<file path="src/rtl/sr_cmd_pkg.sv">
// -----------------------------------------------------------------------------
// sr_cmd_pkg
// Shared definitions for the SR-latch command debouncer: the controller state
// encoding and the default timing constants used as parameter defaults.
// -----------------------------------------------------------------------------
package sr_cmd_pkg;

  localparam int unsigned DEFAULT_DEBOUNCE_CYCLES = 4;
  localparam int unsigned DEFAULT_PULSE_CYCLES    = 2;

  typedef enum logic [2:0] {
    ST_INIT,
    ST_IDLE,
    ST_SET,
    ST_CLR,
    ST_HOLDOFF
  } state_t;

endpackage

</file>
<file path="src/rtl/sr_cmd_debouncer_if.sv">
// -----------------------------------------------------------------------------
// sr_cmd_debouncer_if
// Bundles the raw push-button inputs and the latch-drive/status outputs.
//   set_btn, rst_btn : raw bouncing buttons (driven by master)
//   s_n, r_n         : active-low NAND SR latch drives (driven by slave)
//   q_shadow         : expected latch Q after the last completed command
//   busy             : controller not idle
//   err_conflict     : sticky, both requests arrived in the same cycle
// -----------------------------------------------------------------------------
interface sr_cmd_debouncer_if;

  logic set_btn;
  logic rst_btn;
  logic s_n;
  logic r_n;
  logic q_shadow;
  logic busy;
  logic err_conflict;

  modport master (
    output set_btn, rst_btn,
    input  s_n, r_n, q_shadow, busy, err_conflict
  );

  modport slave (
    input  set_btn, rst_btn,
    output s_n, r_n, q_shadow, busy, err_conflict
  );

endinterface

</file>
<file path="src/rtl/sr_debounce.sv">
// -----------------------------------------------------------------------------
// sr_debounce
// One button channel: 2-flop synchronizer, consecutive-sample debounce counter
// and rising-edge detector.
//   clk  : clock
//   rst  : synchronous active-high reset
//   btn  : raw asynchronous button
//   rise : one-cycle registered pulse when the debounced level goes 0 -> 1
// -----------------------------------------------------------------------------
module sr_debounce
  import sr_cmd_pkg::*;
#(
  parameter int unsigned DEBOUNCE_CYCLES = DEFAULT_DEBOUNCE_CYCLES
) (
  input  logic clk,
  input  logic rst,
  input  logic btn,
  output logic rise
);

  localparam int unsigned CW = $clog2(DEBOUNCE_CYCLES);
  localparam logic [CW-1:0] CNT_LAST = CW'(DEBOUNCE_CYCLES - 1);

  logic          sync1;
  logic          sync2;
  logic [1:0]    prime;  // marks when sync2 carries a real post-reset sample
  logic          level;
  logic          armed;  // a low level has been seen since reset
  logic [CW-1:0] cnt;

  // A button held through reset release must not count as a press, so edges
  // are only reported once the channel has observed the button released.
  // NOTE: every register here uses <= so all of them sample the pre-edge
  // values; with = the synchronizer would collapse into a single flop.
  always_ff @(posedge clk) begin
    if (rst) begin
      sync1 <= 1'b0;
      sync2 <= 1'b0;
      prime <= '0;
      level <= 1'b0;
      armed <= 1'b0;
      cnt   <= '0;
      rise  <= 1'b0;
    end else begin
      sync1 <= btn;
      sync2 <= sync1;
      prime <= {prime[0], 1'b1};
      rise  <= 1'b0;

      if (sync2 == level) begin
        cnt <= '0;
      end else if (cnt == CNT_LAST) begin
        cnt   <= '0;
        level <= sync2;
        rise  <= sync2 & armed;
        if (!sync2) armed <= 1'b1;
      end else begin
        cnt <= cnt + 1'b1;
      end

      if (prime[1] && !sync2 && !level) armed <= 1'b1;
    end
  end

endmodule

</file>
<file path="src/rtl/sr_cmd_debouncer.sv">
// -----------------------------------------------------------------------------
// sr_cmd_debouncer
// Debounces a "set" and a "reset" push-button and turns each press into a
// fixed-width active-low pulse on the matching input of a NAND SR latch.
// After reset the latch is forced cleared with an r_n pulse.
//   clk : clock, rising edge
//   rst : synchronous active-high reset
//   bus : sr_cmd_debouncer_if.slave (buttons in, latch drives/status out)
// -----------------------------------------------------------------------------
module sr_cmd_debouncer
  import sr_cmd_pkg::*;
#(
  parameter int unsigned DEBOUNCE_CYCLES = DEFAULT_DEBOUNCE_CYCLES,
  parameter int unsigned PULSE_CYCLES    = DEFAULT_PULSE_CYCLES
) (
  input logic               clk,
  input logic               rst,
  sr_cmd_debouncer_if.slave bus
);

  localparam int unsigned    PCW        = $clog2(PULSE_CYCLES + 1);
  localparam logic [PCW-1:0] PULSE_LAST = PCW'(PULSE_CYCLES);

  state_t         state;
  logic [PCW-1:0] pulse_cnt;
  logic           set_req;
  logic           clr_req;

  sr_debounce #(.DEBOUNCE_CYCLES(DEBOUNCE_CYCLES)) u_set_db (
    .clk  (clk),
    .rst  (rst),
    .btn  (bus.set_btn),
    .rise (set_req)
  );

  sr_debounce #(.DEBOUNCE_CYCLES(DEBOUNCE_CYCLES)) u_clr_db (
    .clk  (clk),
    .rst  (rst),
    .btn  (bus.rst_btn),
    .rise (clr_req)
  );

  // Outputs are updated on the same edge as the state they belong to, so
  // s_n/r_n/busy are flops. Only one of s_n/r_n is ever driven low: each is
  // lowered only on entry to its own pulse state and raised on exit.
  always_ff @(posedge clk) begin
    if (rst) begin
      state            <= ST_INIT;
      pulse_cnt        <= '0;
      bus.s_n          <= 1'b1;
      bus.r_n          <= 1'b1;
      bus.q_shadow     <= 1'b0;
      bus.busy         <= 1'b1;
      bus.err_conflict <= 1'b0;
    end else begin
      case (state)
        // r_n is high while rst is held, so INIT counts its own pulse cycles.
        ST_INIT: begin
          if (pulse_cnt == PULSE_LAST) begin
            bus.r_n   <= 1'b1;
            pulse_cnt <= '0;
            state     <= ST_HOLDOFF;
          end else begin
            bus.r_n   <= 1'b0;
            pulse_cnt <= pulse_cnt + 1'b1;
          end
        end

        ST_IDLE: begin
          if (set_req && clr_req) begin
            bus.err_conflict <= 1'b1;
          end else if (set_req) begin
            state     <= ST_SET;
            bus.s_n   <= 1'b0;
            bus.busy  <= 1'b1;
            pulse_cnt <= PCW'(1);
          end else if (clr_req) begin
            state     <= ST_CLR;
            bus.r_n   <= 1'b0;
            bus.busy  <= 1'b1;
            pulse_cnt <= PCW'(1);
          end
        end

        // Entry already counted the first low cycle; pulse_cnt never exceeds
        // PULSE_CYCLES, so it cannot wrap.
        ST_SET: begin
          if (pulse_cnt == PULSE_LAST) begin
            bus.s_n      <= 1'b1;
            bus.q_shadow <= 1'b1;
            pulse_cnt    <= '0;
            state        <= ST_HOLDOFF;
          end else begin
            pulse_cnt <= pulse_cnt + 1'b1;
          end
        end

        ST_CLR: begin
          if (pulse_cnt == PULSE_LAST) begin
            bus.r_n      <= 1'b1;
            bus.q_shadow <= 1'b0;
            pulse_cnt    <= '0;
            state        <= ST_HOLDOFF;
          end else begin
            pulse_cnt <= pulse_cnt + 1'b1;
          end
        end

        ST_HOLDOFF: begin
          state    <= ST_IDLE;
          bus.busy <= 1'b0;
        end

        default: begin
          state    <= ST_INIT;
          bus.busy <= 1'b1;
        end
      endcase
    end
  end

endmodule

</file>
<file path="src/flat_wrapper.sv">
// flat-port wrapper written by rule: the top's interface ports become plain ports
module sr_cmd_debouncer_flat import sr_cmd_pkg::*;
#(
  parameter int unsigned DEBOUNCE_CYCLES = DEFAULT_DEBOUNCE_CYCLES,
  parameter int unsigned PULSE_CYCLES    = DEFAULT_PULSE_CYCLES
)
  (clk, rst, bus_set_btn, bus_rst_btn, bus_s_n, bus_r_n, bus_q_shadow, bus_busy, bus_err_conflict);
  sr_cmd_debouncer_if bus_i ();
  input logic clk;
  input logic rst;
  input wire logic [$bits(bus_i.set_btn)-1:0] bus_set_btn;
  input wire logic [$bits(bus_i.rst_btn)-1:0] bus_rst_btn;
  output wire logic [$bits(bus_i.s_n)-1:0] bus_s_n;
  output wire logic [$bits(bus_i.r_n)-1:0] bus_r_n;
  output wire logic [$bits(bus_i.q_shadow)-1:0] bus_q_shadow;
  output wire logic [$bits(bus_i.busy)-1:0] bus_busy;
  output wire logic [$bits(bus_i.err_conflict)-1:0] bus_err_conflict;
  assign bus_i.set_btn = bus_set_btn;
  assign bus_i.rst_btn = bus_rst_btn;
  assign bus_s_n = bus_i.s_n;
  assign bus_r_n = bus_i.r_n;
  assign bus_q_shadow = bus_i.q_shadow;
  assign bus_busy = bus_i.busy;
  assign bus_err_conflict = bus_i.err_conflict;
  sr_cmd_debouncer #(.DEBOUNCE_CYCLES(DEBOUNCE_CYCLES), .PULSE_CYCLES(PULSE_CYCLES)) u_core (.clk(clk), .rst(rst), .bus(bus_i));
endmodule
</file>
<file path="config.mk">
export PLATFORM = sky130hd
export DESIGN_NAME = sr_cmd_debouncer_flat
export DESIGN_NICKNAME = d
export VERILOG_FILES = /design/src/rtl/sr_cmd_pkg.sv /design/src/rtl/sr_cmd_debouncer_if.sv /design/src/rtl/sr_debounce.sv /design/src/rtl/sr_cmd_debouncer.sv /design/src/flat_wrapper.sv
export SDC_FILE = /design/constraint.sdc
export NUM_CORES = 1
export LEC_CHECK = 0
export ABC_CLOCK_PERIOD_IN_PS = 1650
export CAP_MARGIN = 20
export CELL_PAD_IN_SITES_DETAIL_PLACEMENT = 1
export CELL_PAD_IN_SITES_GLOBAL_PLACEMENT = 2
export CORE_MARGIN = 2
export CORE_UTILIZATION = 34
export DETAILED_ROUTE_END_ITERATION = 12
export PLACE_DENSITY = 0.76
export SLEW_MARGIN = 20
export SYNTH_ARGS = -nofsm -noshare
export SYNTH_HDL_FRONTEND = slang
export SYNTH_SLANG_ARGS = --single-unit
</file>
<file path="constraint.sdc">
create_clock -name clk -period 1.65 [get_ports clk]
set_input_delay 0.33 -clock clk [delete_from_list [all_inputs] [get_ports clk]]
set_output_delay 0.33 -clock clk [all_outputs]
set_load 0.03 [all_outputs]
</file>
==> metrics, run 1 <==
status finished with violations; failing checks design-rule violations; Lkg Pwr 0.448 nW; crit-path cells dlygate4sd2_1; Crit path arrival time 1.11 ns; combined area of the multi-input logic cells 447 sq um; Die X 58.8 microns; CP top delay family buffers and inverters; Final Hold Fails 0; vias in the first global route 747; number of port buffers 8; Die H 58.8 microns; Final Max Tran Viols 0; nets 123; I/O pin cnt 9; Syn Area/Cell 9.55 sq um; Finished Layout Cells 147; CP Class reg -> out; Final min period 1.44 ns; antenna-violating nets left 0; Detailed Route Iter0 Violations 14; Fin Clk Skew 0.00279 ns; unrepaired setup endpoints after global routing false; area of the mapped netlist 1020 sq um; Cells after DPL 143; Clock Tree Root clkbuf_4; CTS tree yes; CP Max Fanout 2; max-cap viol count 0; die area 3460 sq um; Yosys reg bits 26; Setup TNS 0 ns; Seq/Total Area, Yosys 50.9%; worst setup margin 0.209 ns; DR WL/cell 13.3 microns; final estimated routing congestion in global placement 0.715; Num Clock Sinks 26; CTS clock-pin slew for the worst setup and hold paths 0.14 ns; CP Launch Type register; share of cells above drive strength 1 8.62%; total nets after synthesis 113; Distinct cells, synth 31; Via Count 763; initial antenna violation count 0; htree depth 1; largest net degree at the start of global routing 16; initial core utilization 36.4%; first-pass GRT wire length 3400 microns; Max clock buf depth 2; worst-path cell with the longest stage delay dlygate4sd2_1; HPWL after detailed placement 1410 microns; DP Worst Slack 0.219 ns; Core ar. 2810 sq um; worst slew pin tran 0.430 ns; Congestion Overflow GR 0; drt total wl 1960 microns; worst skew pair latency 0.32 ns; register area 520 sq um; FILL cells 346; Total GRT Usage 13.0%; Final Cycle Share 87.3%; diode count 0; number of buffers created by CTS 3; P&R area growth vs syn 14.8%; drt pass-1 iters 8; crit end category output port; DRC 1; Vias/cell 5.19; Cell Pwr Density 1020 nW/um^2; row count 19; relative slew slack 71.3%; cells after synthesis 107; Final setup viols 0; Syn. warnings 0; Peak supply drop 0.304 mV; Bufs and invs on worst path 1; slowest stage delay, CP 0.41 ns; WP data required 1.32 ns; end-of-flow core utilization 41.8%; fmax 694 MHz; Worst Hold Class reg -> reg; cts hold-fix bufs 0
==> metal layers <==
layer  vias up  wire (microns)  global-route usage (%)
li1        380               -                       -
met1       367            1040                    18.0
met2        12             827                    18.9
met3         4              54                    2.64
met4         0              36                    6.82
met5         -               0                       0
==> logic make-up (layout without fill, tap and decap cells) <==
| kind of cell | count (synthesis) | count (layout) | share of synthesized area (%) |
|---|---|---|---|
| adder cells (fa/ha/maj) | 2 | 2 | 2.45 |
| AO/OA/AOI/OAI | 18 | 18 | 12.5 |
| AND/OR/NAND/NOR | 41 | 41 | 21.4 |
| XOR/XNOR | 4 | 4 | 3.43 |
| flip-flops | 26 | 26 | 50.9 |
| multiplexers | 4 | 4 | 3.92 |
| buffers and inverters | 12 | 21 | 5.39 |
==> sequential cells by signal, indices dropped and copies added, names as in the netlist <==
| name | flops |
|---|---|
| u_core.state | 3 |
| u_core.pulse_cnt | 2 |
| u_core.u_clr_db.cnt | 2 |
| u_core.u_set_db.cnt | 2 |
| u_core.bus.busy | 1 |
| u_core.bus.err_conflict | 1 |
| u_core.bus.q_shadow | 1 |
| u_core.bus.r_n | 1 |
| u_core.bus.s_n | 1 |
| u_core.u_clr_db.armed | 1 |
| u_core.u_clr_db.level | 1 |
| u_core.u_clr_db.prime | 1 |
| u_core.u_clr_db.rise | 1 |
| u_core.u_clr_db.sync1 | 1 |
| u_core.u_clr_db.sync2 | 1 |
| u_core.u_set_db.armed | 1 |
| u_core.u_set_db.level | 1 |
| u_core.u_set_db.prime | 1 |
| u_core.u_set_db.rise | 1 |
| u_core.u_set_db.sync1 | 1 |
| u_core.u_set_db.sync2 | 1 |
==> through the flow <==
step	instance area [sq um]	power [mW]	hold slack, ns
2_1_floorplan	1020	0.741	0.397
3_3_place_gp	1130	0.771	0.407
3_5_place_dp	1130	0.774	0.417
4_1_cts	1170	1.22	0.438
5_1_grt	1170	1.26	0.470
6_report	1170	1.19	0.437
==> cells in the final DEF, fill, tap and decap left out <==
master / count
o21ai_0: 5
a41oi_1: 1
nand3_1: 1
a21o_2: 1
a21oi_1: 6
dlygate4sd2_1: 5
o221ai_2: 1
bufinv_16: 1
nor2b_4: 1
inv_1: 7
nor2b_1: 5
nand2_1: 2
nor4b_1: 2
mux2i_1: 4
nand2b_1: 2
nand4bb_1: 1
o311ai_0: 1
buf_4: 2
nand3b_1: 1
nor4_1: 1
nor2_1: 18
o22ai_1: 1
clkdlybuf4s50_1: 3
ha_1: 2
or3_1: 2
nor3_1: 4
xnor2_1: 3
clkbuf_4: 3
nand4_1: 1
o41ai_2: 1
dfxtp_1: 26
xor2_1: 1
a31o_1: 1
==> path summary, 6_finish.rpt <==
path,slack (ns),endpoint,cells past startpoint,start
worst max-delay path,0.21,bus_err_conflict,1,u_core.bus.err_conflict
worst max register to register,0.24,u_core.state[0],4,u_core.state[0]
worst min register to register,0.44,u_core.u_clr_db.cnt[0],1,u_core.u_clr_db.cnt[0]
worst min-delay path,0.44,u_core.u_clr_db.cnt[0],1,u_core.u_clr_db.cnt[0]
==> layout make-up <==
class,instances,area share (%)
Timing Repair Buffer,10,7.57
Clock inverter,1,2.56
Multi-Input combinational cell,69,38.1
Sequential cell,26,44.3
Tap cell,31,3.30
Clock buffer,3,1.92
Inverter,7,2.24
==> cell usage after synthesis <==
library cell   n  share of area (%)
or3_1          2                1.2
nand4bb_1      1                1.1
o21ai_0        5                2.4
nor2b_4        1                1.3
nand2b_1       2                1.2
a31o_1         1               0.86
dfxtp_1       26                 51
inv_1          7                2.6
mux2i_1        4                3.9
o221ai_2       1                1.5
buf_6          1                1.1
xor2_1         1               0.86
a21oi_1        6                2.9
xnor2_1        3                2.6
nand3_1        1               0.49
nor3_1         4                2.0
clkbuf_1       2               0.73
a41oi_1        1               0.86
o41ai_2        1                1.6
o22ai_1        1               0.61
buf_2          2               0.98
nand4_1        1               0.61
nand2_1        2               0.73
nor2_1        18                6.6
a21o_2         1               0.86
nor4_1         1               0.61
nor2b_1        5                3.1
nand3b_1       1               0.73
o311ai_0       1               0.86
ha_1           2                2.4
nor4b_1        2                1.7
==> power breakdown <==
group	internal (mW)	total, mW	switching (mW)	leakage (nW)
sequential	0.652	0.671	0.0195	0.213
combinational	0.0400	0.0847	0.0446	0.207
clock	0.246	0.439	0.193	0.0279
==> repair_timing <==
action                     in CTS  in global routing
resized for setup               5                  0
setup endpoints to repair       5                  0
setup buffers                   0                  0
No activity file was read; power rests on OpenSTA's default activity.
==> run 2, diff against run 1 <==
CELL_PAD_IN_SITES_DETAIL_PLACEMENT = 0   (was 1)
CELL_PAD_IN_SITES_GLOBAL_PLACEMENT = 1   (was 2)
CORE_UTILIZATION = 42   (was 34)
SETUP_SLACK_MARGIN = 0.3   (was unset)
==> metrics, run 2 (synthesis results as in run 1) <==
Num Clock Sinks 26 (unchanged); Cell Pwr Density 848 nW/um^2 (was 1020 nW/um^2); Clock Tree Root clkbuf_4 (unchanged); DRC 0 (was 1); HPWL after detailed placement 1180 microns (was 1410 microns); Die X 53.3 microns (was 58.8 microns); vias in the first global route 643 (was 747); CP Class reg -> out (unchanged); drt pass-1 iters 4 (was 8); Total GRT Usage 13.8% (was 13.0%); final estimated routing congestion in global placement 0.741 (was 0.715); Final min period 1.30 ns (was 1.44 ns); unrepaired setup endpoints after global routing true (was false); initial antenna violation count 0 (unchanged); Internal Power 0.783 mW (was 0.938 mW); CP top delay family flip-flops (was buffers and inverters); htree depth 1 (unchanged); Max clock buf depth 2 (unchanged); Final Max Tran Viols 0 (unchanged); slowest stage delay, CP 0.36 ns (was 0.41 ns); diode count 0 (unchanged); Die H 53.3 microns (was 58.8 microns); worst skew pair latency 0.31 ns (was 0.32 ns); R2R depth 4 (unchanged); commonest non-fill, non-tap cell in the layout dfxtp_1 (unchanged); fmax 771 MHz (was 694 MHz); worst slew pin tran 0.406 ns (was 0.430 ns); antenna-violating nets left 0 (unchanged); number of buffers created by CTS 3 (unchanged); number of port buffers 8 (unchanged); Reg with most FFs u_core.state (unchanged); Crit path arrival time 0.97 ns (was 1.11 ns); relative slew slack 72.9% (was 71.3%); CTS clock-pin slew for the worst setup and hold paths 0.12 ns (was 0.14 ns); nets 125 (was 123); WP data required 1.32 ns (about the same); hold wc startpoint u_core.u_set_db.cnt[0] (was u_core.u_clr_db.cnt[0]); Sw Ratio 22.6% (was 21.5%); Setup TNS 0 ns (unchanged); Reg power frac 66.3% (was 56.2%); Fin Clk Skew 0.00262 ns (was 0.00279 ns); Critical path origin u_core.bus.err_conflict (unchanged); Detailed Route Iter0 Violations 21 (was 14); Hold EP u_core.u_set_db.cnt[0] (was u_core.u_clr_db.cnt[0]); most frequent cells in the layout dfxtp_1 (25), nor2_1 (18), inv_1 (7) (was dfxtp_1 (26), nor2_1 (18), inv_1 (7)); drt total wl 1640 microns (was 1960 microns); worst-path cell with the longest stage delay dfxtp_1 (was dlygate4sd2_1); first-pass GRT wire length 2820 microns (was 3400 microns); P&R area growth vs syn 16.6% (was 14.8%); CP Max Fanout 2 (unchanged); Final Cycle Share 78.6% (was 87.3%); DR WL/cell 11.3 microns (was 13.3 microns); crit-path cells clkdlybuf4s15_2 (was dlygate4sd2_1); r2r setup slk 0.39 ns (was 0.24 ns); CTS tree yes (unchanged); max-cap viol count 0 (unchanged); Core ar. 2250 sq um (was 2810 sq um); r2r startpoint u_core.state[0] (unchanged); max reg flops 3 (unchanged); Peak supply drop 0.637 mV (was 0.304 mV); crit end category output port (unchanged); Via Count 748 (was 763); status complete, no violations (was finished with violations); Final setup viols 0 (unchanged); Worst Hold Class reg -> reg (unchanged); Congestion Overflow GR 0 (unchanged); CP Launch Type register (unchanged); clock group share of total power 24.7% (was 36.7%); hold path depth 1 (unchanged); Psw 0.228 mW (was 0.257 mW); FILL cells 218 (was 346); Comb power frac 9.0% (was 7.1%); die area 2840 sq um (was 3460 sq um); initial core utilization 45.3% (was 36.4%); Vias/cell 5.16 (was 5.19); Crit Reg-Reg Endpoint u_core.pulse_cnt[0] (was u_core.state[0]); row count 17 (was 19); share of cells above drive strength 1 16.2% (was 8.62%); I/O pin cnt 9 (unchanged); Lkg Pwr 0.449 nW (was 0.448 nW); Bufs and invs on worst path 1 (unchanged); Final Hold Fails 0 (unchanged); hold slack final 0.437 ns (about the same); largest net degree at the start of global routing 14 (was 16)
-- run 2: changes by cell type in the layout (fill, tap and decap cells not counted) --
cell	delta
clkdlybuf4s15_2	+5
dlygate4sd2_1	-5
buf_12	+1
buf_4	+1
bufinv_16	-1
dfxtp_1	-1
dfxtp_2	+1
mux2i_1	-1
mux2i_2	+1
xnor2_1	-1
xnor2_2	+1
-- run 2: power by group through the flow --
| stage | Sequential [mW] | Combinational, mW | Clock (mW) |
|---|---|---|---|
| after floorplan | 0.685 | 0.0557 | 0 |
| after global placement | 0.684 | 0.0899 | 0 |
| after detailed placement | 0.684 | 0.0898 | 0 |
| after CTS | 0.670 | 0.0897 | 0.261 |
| after global routing | 0.675 | 0.101 | 0.283 |
| final | 0.671 | 0.0908 | 0.250 |
-- run 2: metrics by stage --
step	setup slack [ns]	instance area, sq um	utilization (%)	power, mW	instances
4_1_cts	0.346	1180	52.3	1.02	145
5_1_grt	0.268	1190	52.9	1.06	145
3_5_place_dp	0.167	1140	50.4	0.774	140
2_1_floorplan	0.453	1020	-	0.741	107
3_3_place_gp	0.173	1140	50.4	0.774	140
6_report	0.353	1190	52.9	1.01	145
-- run 2: area by class of cell --
cell class	instances	area, sq um	share of cell area, %
Timing Repair Buffer	12	129	10.8
Sequential cell	26	522	43.8
Tap cell	28	35.0	2.94
Multi-Input combinational cell	69	458	38.4
Inverter	7	26.3	2.20
Clock buffer	3	22.5	1.89
-- run 2: how the worst max path moves through the flow --
stage / to / cells past startpoint / slack, ns
global placement: u_core.state[0] / 5 / 0.17
finish: bus_err_conflict / 1 / 0.35
detailed placement: u_core.u_set_db.cnt[0] / 3 / 0.17
global route: u_core.pulse_cnt[0] / 4 / 0.27
CTS: bus_err_conflict / 1 / 0.35
floorplan: u_core.state[0] / 5 / 0.45
-- run 2: metal layers --
| layer | global-route usage, % | vias up | part of all wire [%] |
|---|---|---|---|
| li1 | - | 389 | - |
| met1 | 18.2 | 335 | 50 |
| met2 | 20.2 | 22 | 43 |
| met3 | 5.93 | 2 | 6.9 |
| met4 | 3.85 | 0 | 0.73 |
| met5 | 0 | - | 0 |
-- run 2: repair_timing --
item / 4_1_cts / 5_1_grt
hold buffers: 0 / 0
resized for setup: 15 / 3
endpoints found under the setup margin: 6 / 3
buffers inserted: 2 / 0
